## src/rtl/data_bus_if.sv

```systemverilog
// data_bus_if: data-side bus bridge running one classic Wishbone cycle per memory-stage request.
module data_bus_if (
  input  logic        clk,
  input  logic        rst,
  input  logic [5:0]  stall_i,
  input  logic        flush_i,
  input  logic        cpu_ce_i,
  input  logic        cpu_we_i,
  input  logic [31:0] cpu_addr_i,
  input  logic [3:0]  cpu_sel_i,
  input  logic [31:0] cpu_data_i,
  output logic [31:0] cpu_data_o,
  output logic        stallreq_o,
  input  logic        wb_ack_i,
  input  logic [31:0] wb_data_i,
  output logic [31:0] wb_addr_o,
  output logic [31:0] wb_data_o,
  output logic        wb_we_o,
  output logic [3:0]  wb_sel_o,
  output logic        wb_stb_o,
  output logic        wb_cyc_o
);
  typedef enum logic [1:0] {IDLE, BUSY, WAIT_FOR_STALL} state_t;
  state_t state, state_n;
  logic [31:0] rd_buf;
  logic issue, done;
  assign issue = state == IDLE && cpu_ce_i && !flush_i;
  assign done  = state == BUSY && wb_ack_i && !flush_i;
  always_ff @(posedge clk)
    if (rst) state <= IDLE;
    else     state <= state_n;
  always_comb begin
    state_n = state == IDLE ? (issue ? BUSY : IDLE)
            : state == BUSY ? (flush_i ? IDLE : wb_ack_i ? (|stall_i ? WAIT_FOR_STALL : IDLE) : BUSY)
            : (flush_i || ~|stall_i) ? IDLE : WAIT_FOR_STALL;
  end
  always_comb begin
    stallreq_o = state == IDLE ? issue : state == BUSY ? !(flush_i || wb_ack_i) : 1'b0;
    cpu_data_o = (done && !wb_we_o) ? wb_data_i : state == WAIT_FOR_STALL ? rd_buf : 32'h0;
  end
  // a flush in BUSY abandons the cycle; a late ack then finds IDLE and is ignored
  always_ff @(posedge clk) begin
    if (rst || (state == BUSY && (flush_i || wb_ack_i))) begin
      wb_addr_o <= '0;
      wb_data_o <= '0;
      wb_we_o   <= 1'b0;
      wb_sel_o  <= '0;
      wb_stb_o  <= 1'b0;
      wb_cyc_o  <= 1'b0;
    end else if (issue) begin
      wb_addr_o <= cpu_addr_i;
      wb_data_o <= cpu_data_i;
      wb_we_o   <= cpu_we_i;
      wb_sel_o  <= cpu_sel_i;
      wb_stb_o  <= 1'b1;
      wb_cyc_o  <= 1'b1;
    end
  end
  always_ff @(posedge clk)
    if (rst) rd_buf <= '0;
    else if (done && !wb_we_o) rd_buf <= wb_data_i;
endmodule
```

## config.mk

```make
export PLATFORM = sky130hd
export DESIGN_NAME = data_bus_if
export DESIGN_NICKNAME = d
export VERILOG_FILES = /design/src/rtl/data_bus_if.sv
export SDC_FILE = /design/constraint.sdc
export NUM_CORES = 1
export LEC_CHECK = 0
export CORE_ASPECT_RATIO = 0.6
export CORE_MARGIN = 2
export CORE_UTILIZATION = 35
export DETAILED_ROUTE_END_ITERATION = 10
export PLACE_DENSITY = 0.86
export SLEW_MARGIN = 15
export SYNTH_ARGS = -nofsm -noshare
export SYNTH_HDL_FRONTEND = slang
export SYNTH_SLANG_ARGS = --single-unit
```

## constraint.sdc

```tcl
create_clock -name clk -period 1.7 [get_ports clk]
set_input_delay 0.425 -clock clk [delete_from_list [all_inputs] [get_ports clk]]
set_output_delay 0.425 -clock clk [all_outputs]
set_load 0.01 [all_outputs]
```

==> reports/metrics.cfg, run 1 <==
[cts]
cts_root_buf=sky130_fd_sc_hd__clkbuf_16
ctsHtreeMaxLevel=3
tritoncts.num_buffers=9
clock_sinks=104
cts_hold_repair.buffers=0
clockBufferDepth=2
insertion_delay_ns=0.34
tritoncts_clock_tree=built
cts.clk_slew.worst_paths_ns=0.07

[finish]
final_nets=898
n_antenna_cell=0
drive_above_1_share=0.2149
synthesis_to_finish_area_growth_pct=86.30
area.sequential_sq_mm=0.002086
multiInputGateArea_sq_mm=0.001978
fill_cells=900

[synthesis]
synth.lib_cells_used.distinct=23
netlist_top_cells_count=sky130_fd_sc_hd__nand2_1, sky130_fd_sc_hd__dfxtp_1, sky130_fd_sc_hd__a21oi_1, sky130_fd_sc_hd__nand3_1, sky130_fd_sc_hd__o21ai_0
synth_adder_area_share=0
synth_simple_gate_area_frac=0.2544
ys_ff_latch=104
ys_top_cells_by_area=sky130_fd_sc_hd__dfxtp_1, sky130_fd_sc_hd__nand2_1, sky130_fd_sc_hd__a21oi_1
syn-cell-area_sq_mm=0.003999
synth_top_cell_area_share=0.5207
syn_area_per_cell_sq_um=7.488
main_combinational_cell_family_by_area_after_synthesis=simple AND/OR/NAND/NOR gates
syn_nets=646
synth_top_cell_by_area=sky130_fd_sc_hd__dfxtp_1
yosysMostFrequentCell=sky130_fd_sc_hd__nand2_1
synth-seq-area-share=0.5207
synthCells=534
synth_compound_area_frac=0.1718
ys_dominant_reg_cell=sky130_fd_sc_hd__dfxtp_1
synthArstFlopShare=0
yosys.area_share.xor_xnor=0
synth-warning-count=0
count_of_flip_flops_with_a_built_in_enable_after_synthesis=0
synth_mux_area_frac=0

[critical_path]
cpPeakStageDelay_ns=0.33
worst-r2r-cell-count=9
crit_slowest_cell=sky130_fd_sc_hd__dfxtp_2
timing.setup.critical_path_class=register to primary output
regToRegSetupSlack_ns=0.01
critical_path_buf_inv_count=4
worst-path-max-fanout=8
crit_arrival_ns=1.71
endpoint_kind=primary output
worstReg2RegEnd=rd_buf[6]
critical_path.reg2reg.startpoint=state[0]
cp_num_cells=7
cp_top_family=buffers and inverters
critical_path.cell_chain=nor4bb_4 -> buf_4 -> buf_6 -> buf_12 -> nand3_2 -> nand2_1 -> buf_2
timing.critical_path.from_type=register
cp.required_ns=1.27

[place]
io_buffers=215
place_hpwl_microns=9206
gp_routability_congestion=0.7836
place_ws_ns=-1.028

[timing]
worst_pin_slew_ns=0.2741
max_clock_freq_mhz=468.0
report.final.setup_viol=33
post-route-period-util=1.257
finalWorstPathRequiredPeriod_ns=2.137
maxSlewViolCount=0
fin_skew_ns=0.008522
rsz_0062_raised_after_global_routing=true
worst_slack_setup_final_ns=-0.4368
hold_viol_final=0
relSlewSlack=0.8159
finalHoldWorstSlack_ns=0.4519

[routing]
via_per_inst=4.866
wire_per_inst_microns=15.37
drt_pass1_iterations=4
route.final.wire_length_microns=14380
drc_violation_count_after_routing=0
ant_nets=0
vias=4550
count_of_routing_violations_after_the_opening_detailed_route_iteration=231

[worst_hold_path]
worst_hold_path.num_cells=2
min_to=wb_addr_o[2]
hold_path_origin=wb_addr_o[2]
worst_hold_path_type=register to register

[outcome]
run_status=finished with violations
failed_checks=setup timing

[global_route]
grt_pass1_vias=4424
grt_first_pass_wirelength_microns=21690
grt_start_max_net_pins=48
grt.total_usage=0.2233
overflow=0
grt_antenna_before_repair=0

[die]
initial_utilization=0.3563
floorplan.die.height_microns=86.80
ioPinCount=216
design.core.area_sq_mm=0.01122
fp.dieW_microns=142.0
die-area_sq_mm=0.01232
fp-row-count=30

[power]
power_leakage_nw=3.075
power_per_cell_area_mw_per_mm2=750.6
ir_worst_vdd_v=0.0005068

[job]
max_cap_viol_count=0

[worst reg2reg max path, delay by kind of cell (launching register included)]
family,cells,cell delay (ns)
and+or+nand+nor,2,0.34
buffers and inverters,6,0.83
DFF,1,0.33
AOI/OAI and AO/OA,1,0.12
[how the worst max path moves through the flow]
stage | from | to
final | state[0] | cpu_data_o[22]
after global routing | state[0] | cpu_data_o[11]
after CTS | state[1] | cpu_data_o[22]
after detailed placement | flush_i | stallreq_o
after global placement | wb_ack_i | cpu_data_o[8]
after floorplan | wb_ack_i | cpu_data_o[0]
[through the flow]
stage               instances  utilization  power (mW)  setup TNS [ns]  instance area (sq um)
floorplan                 534            -       2.897               0                   3999
global placement          899       0.5930       3.449          -76.31                   6655
detailed placement        899       0.5930       3.465          -79.90                   6655
CTS                       931       0.6417       5.621          -12.60                   7202
global route              935       0.6638       5.832          -14.98                   7450
finish                    935       0.6638       5.592          -13.05                   7450
[cells by family (layout without fill, tap and decap cells)]
kind of cell,count (synthesis),in the layout
AOI/OAI and AO/OA,136,136
and+or+nand+nor,248,248
buffers and inverters,46,303
DFF,104,104
[state kept, by name, summed over array words and instances (netlist names)]
register / cells
wb_we_o: 1
wb_stb_o: 1
rd_buf: 32
wb_addr_o: 32
state: 2
wb_data_o: 32
wb_sel_o: 4
[cell usage in the layout (no fill, tap or decap), types with 2 or more instances in the layout]
cell type and instances:
sky130_fd_sc_hd__buf_6 20, sky130_fd_sc_hd__nor2_1 3, sky130_fd_sc_hd__o21ai_0 27, sky130_fd_sc_hd__buf_2 19, sky130_fd_sc_hd__nand2_2 14, sky130_fd_sc_hd__dlygate4sd2_1 2, sky130_fd_sc_hd__buf_4 49, sky130_fd_sc_hd__o21ai_1 5
sky130_fd_sc_hd__clkbuf_16 10, sky130_fd_sc_hd__buf_12 10, sky130_fd_sc_hd__nand3_2 17, sky130_fd_sc_hd__dfxtp_2 3, sky130_fd_sc_hd__dfxtp_1 101, sky130_fd_sc_hd__nand3_4 7, sky130_fd_sc_hd__nand2_1 188, sky130_fd_sc_hd__clkdlybuf4s50_1 166
sky130_fd_sc_hd__buf_16 3, sky130_fd_sc_hd__clkdlybuf4s15_2 2, sky130_fd_sc_hd__nand3_1 8, sky130_fd_sc_hd__clkinv_4 2, sky130_fd_sc_hd__a21oi_1 101, sky130_fd_sc_hd__dlymetal6s2s_1 12
[per-layer routing]
| layer | part of all wire | vias to the layer above | wire (microns) | GRT usage |
|---|---|---|---|---|
| met4 | 0.0075 | 0 | 108 | 0.04909 |
| met2 | 0.47 | 171 | 6686 | 0.3636 |
| met1 | 0.44 | 2104 | 6392 | 0.2923 |
| met5 | 0 | - | 0 | 0 |
| li1 | - | 2262 | - | - |
| met3 | 0.083 | 13 | 1188 | 0.07127 |
[power breakdown]
part | switching (mW) | total (mW) | internal, mW
Sequential | 0.0422 | 2.56 | 2.52
Clock | 0.914 | 2.11 | 1.19
Combinational | 0.384 | 0.919 | 0.535
Total | 1.34 | 5.59 | 4.25
[layout make-up]
| type | count | area share |
|---|---|---|
| Tap cell | 144 | 0.02419 |
| Timing Repair Buffer | 286 | 0.3886 |
| Clock buffer | 11 | 0.03258 |
| Multi-Input combinational cell | 384 | 0.2655 |
| Inverter | 1 | 0.0005039 |
| Sequential cell | 104 | 0.2800 |
| Clock inverter | 5 | 0.008566 |
[repair_timing]
action	4_1_cts	5_1_grt
resized for setup	187	47
endpoints found under the setup margin	103	98
gates cloned	4	1
pin swaps	16	14
buffers inserted	12	3
No activity file was read; power rests on OpenSTA's default activity.
==> run 2, diff against run 1 <==
--- a/config.mk
+++ b/config.mk
@@ -9,7 +9,8 @@
 export CORE_MARGIN = 2
 export CORE_UTILIZATION = 35
 export DETAILED_ROUTE_END_ITERATION = 10
-export PLACE_DENSITY = 0.86
+export HOLD_SLACK_MARGIN = 0.02
+export PLACE_DENSITY = 0.85
 export SLEW_MARGIN = 15
 export SYNTH_ARGS = -nofsm -noshare
 export SYNTH_HDL_FRONTEND = slang
==> run 2 against run 1 <==
- the run still ends with setup timing left
- critical path depth increased by 1
- combinational power increased by 16%
- hold slack improved by 0.0025 ns
- largest power group unchanged
- critical endpoint is now cpu_data_o[26]
- cell area increased by 8.0%
==> reports/metrics.cfg, run 2 (synthesis gave the netlist of run 1 again) <==
[die]
initial_utilization=0.3563  ; unchanged
floorplan.die.height_microns=86.80  ; unchanged
die-area_sq_mm=0.01232  ; unchanged
fp-row-count=30  ; unchanged
fp.dieW_microns=142.0  ; unchanged
ioPinCount=216  ; unchanged
design.core.area_sq_mm=0.01122  ; unchanged

[cts]
clockBufferDepth=2  ; unchanged
tritoncts.num_buffers=9  ; unchanged
tritoncts_clock_tree=built
clock_sinks=104  ; unchanged
insertion_delay_ns=0.33  ; about the same
cts.clk_slew.worst_paths_ns=0.06  ; about the same
ctsHtreeMaxLevel=3  ; unchanged
cts_root_buf=sky130_fd_sc_hd__clkbuf_16

[critical_path]
regToRegSetupSlack_ns=-0.31  ; -0.32 ns
critical_path.cell_chain=nor4bb_4 -> buf_4 -> buf_6 -> buf_8 -> buf_8 -> nand3_4 -> nand2_2 -> buf_6
worstSetupStartpoint=state[0]
cp_top_family=buffers and inverters
cp_num_cells=8  ; +1
crit_arrival_ns=1.74  ; +0.03 ns
crit_slowest_cell=sky130_fd_sc_hd__dfxtp_4
critical_path_buf_inv_count=5  ; +1
timing.setup.critical_path_class=register to primary output
worst-path-max-fanout=3  ; -5
timing.critical_path.from_type=register
critical_path.reg2reg.startpoint=state[0]
cp.required_ns=1.27  ; about the same
cpPeakStageDelay_ns=0.35  ; +0.02 ns
endpoint=cpu_data_o[26]
worst-r2r-cell-count=8  ; -1
endpoint_kind=primary output
worstReg2RegEnd=wb_data_o[10]

[routing]
wire_per_inst_microns=16.86  ; +9.7%
drt_pass1_iterations=5  ; +1
via_per_inst=4.983  ; +2.4%
count_of_routing_violations_after_the_opening_detailed_route_iteration=247  ; +6.9%
vias=4829  ; +6.1%
ant_nets=0  ; unchanged
route.final.wire_length_microns=16340  ; +14%
drc_violation_count_after_routing=0  ; unchanged

[global_route]
grt_antenna_before_repair=0  ; unchanged
grt.total_usage=0.2565  ; +0.03325
grt_start_max_net_pins=35  ; -27%
grt_first_pass_wirelength_microns=24500  ; +13%
overflow=0  ; unchanged
grt_pass1_vias=4725  ; +6.8%

[timing]
report.final.setup_viol=103  ; +210%
finalHoldWorstSlack_ns=0.4544  ; +0.002536 ns
maxSlewViolCount=0  ; unchanged
finalWorstPathRequiredPeriod_ns=2.166  ; +0.02908 ns
worst_pin_slew_ns=0.3885  ; +0.1144 ns
worst_slack_setup_final_ns=-0.4659  ; -0.02908 ns
rsz_0062_raised_after_global_routing=true
max_clock_freq_mhz=461.7  ; -1.3%
fin_skew_ns=0.009716  ; +0.001194 ns
hold_viol_final=0  ; unchanged
relSlewSlack=0.7410  ; -0.07488
post-route-period-util=1.274  ; +0.01711

[place]
io_buffers=215  ; unchanged
place_hpwl_microns=9235  ; +0.32%
place_ws_ns=-1.068  ; -0.03962 ns
gp_routability_congestion=0.7500  ; -4.3%

[finish]
final_nets=932  ; +3.8%
n_antenna_cell=0  ; unchanged
biggestRegsByFlops=rd_buf: 32 flops, wb_addr_o: 32 flops, wb_data_o: 32 flops
synthesis_to_finish_area_growth_pct=101.3
drive_above_1_share=0.2533  ; +0.03842
layout_common_cells=sky130_fd_sc_hd__nand2_1, sky130_fd_sc_hd__clkdlybuf4s50_1, sky130_fd_sc_hd__dfxtp_1, sky130_fd_sc_hd__a21oi_1, sky130_fd_sc_hd__buf_4
final_core_utilization=0.7172  ; +0.05340
final_common_cell=sky130_fd_sc_hd__nand2_1

[power]
power_per_cell_area_mw_per_mm2=703.3  ; -6.3%
ir_worst_vdd_v=0.0005557  ; +9.7%
power_leakage_nw=3.498  ; +14%

[outcome]
run_status=finished with violations
failed_checks=setup timing

[worst_hold_path]
worst_hold_path_type=register to register

[job]
max_cap_viol_count=0  ; unchanged

[run 2: per-stage QoR]
step	total power [mW]	TNS, ns	area (sq um)	cells
after floorplan	2.897	0	3999	534
after global placement	3.445	-74.54	6640	897
after detailed placement	3.462	-78.41	6640	897
after CTS	5.652	-26.77	7657	960
after global routing	5.898	-36.73	8049	969
final	5.661	-30.29	8049	969
[run 2: how the worst min path moves through the flow]
stage | from | to | slack [ns] | cells after the start
floorplan | rd_buf[0] | rd_buf[0] | 0.45 | 2
global placement | wb_data_o[6] | wb_data_o[6] | 0.44 | 2
detailed placement | wb_addr_o[23] | wb_addr_o[23] | 0.45 | 2
CTS | wb_addr_o[19] | wb_addr_o[19] | 0.46 | 2
global route | wb_addr_o[23] | wb_addr_o[23] | 0.47 | 2
finish | wb_data_o[8] | wb_data_o[8] | 0.45 | 2
[run 2: report_power, final]
group | switching [mW] | internal [mW] | total, mW
combinational | 0.429 | 0.641 | 1.07
clock | 0.878 | 1.14 | 2.02
sequential | 0.0470 | 2.52 | 2.57
total | 1.35 | 4.31 | 5.66
[run 2: layer usage]
layer / vias to the layer above / wire (microns) / GRT usage
met3: 26 / 1266 / 0.08729
li1: 2339 / - / -
met4: 0 / 280 / 0.06182
met2: 209 / 7680 / 0.4106
met1: 2255 / 7111 / 0.3361
met5: - / 0 / 0
[run 2: final cells by class]
cell class	count	area [sq um]
flip-flops and latches	104	2086
inverters	1	3.754
clock buffers	11	232.7
fillers	810	3174
multi-input cells	384	2036
clock inverters	5	57.56
repair buffers	320	3453
well taps	144	180.2
[run 2: what timing repair did]
item | 4_1_cts | 5_1_grt
hold buffers | 0 | 0
pin swaps | 10 | 22
setup endpoints to repair | 103 | 116
buffers inserted | 32 | 14
gates cloned | 15 | 0
resized for setup | 180 | 95
[run 2: worst min-delay path: stages (launching register included)]
cell and delay, ns:
sky130_fd_sc_hd__dfxtp_1 0.31, sky130_fd_sc_hd__nand2_1 0.05, sky130_fd_sc_hd__a21oi_1 0.05
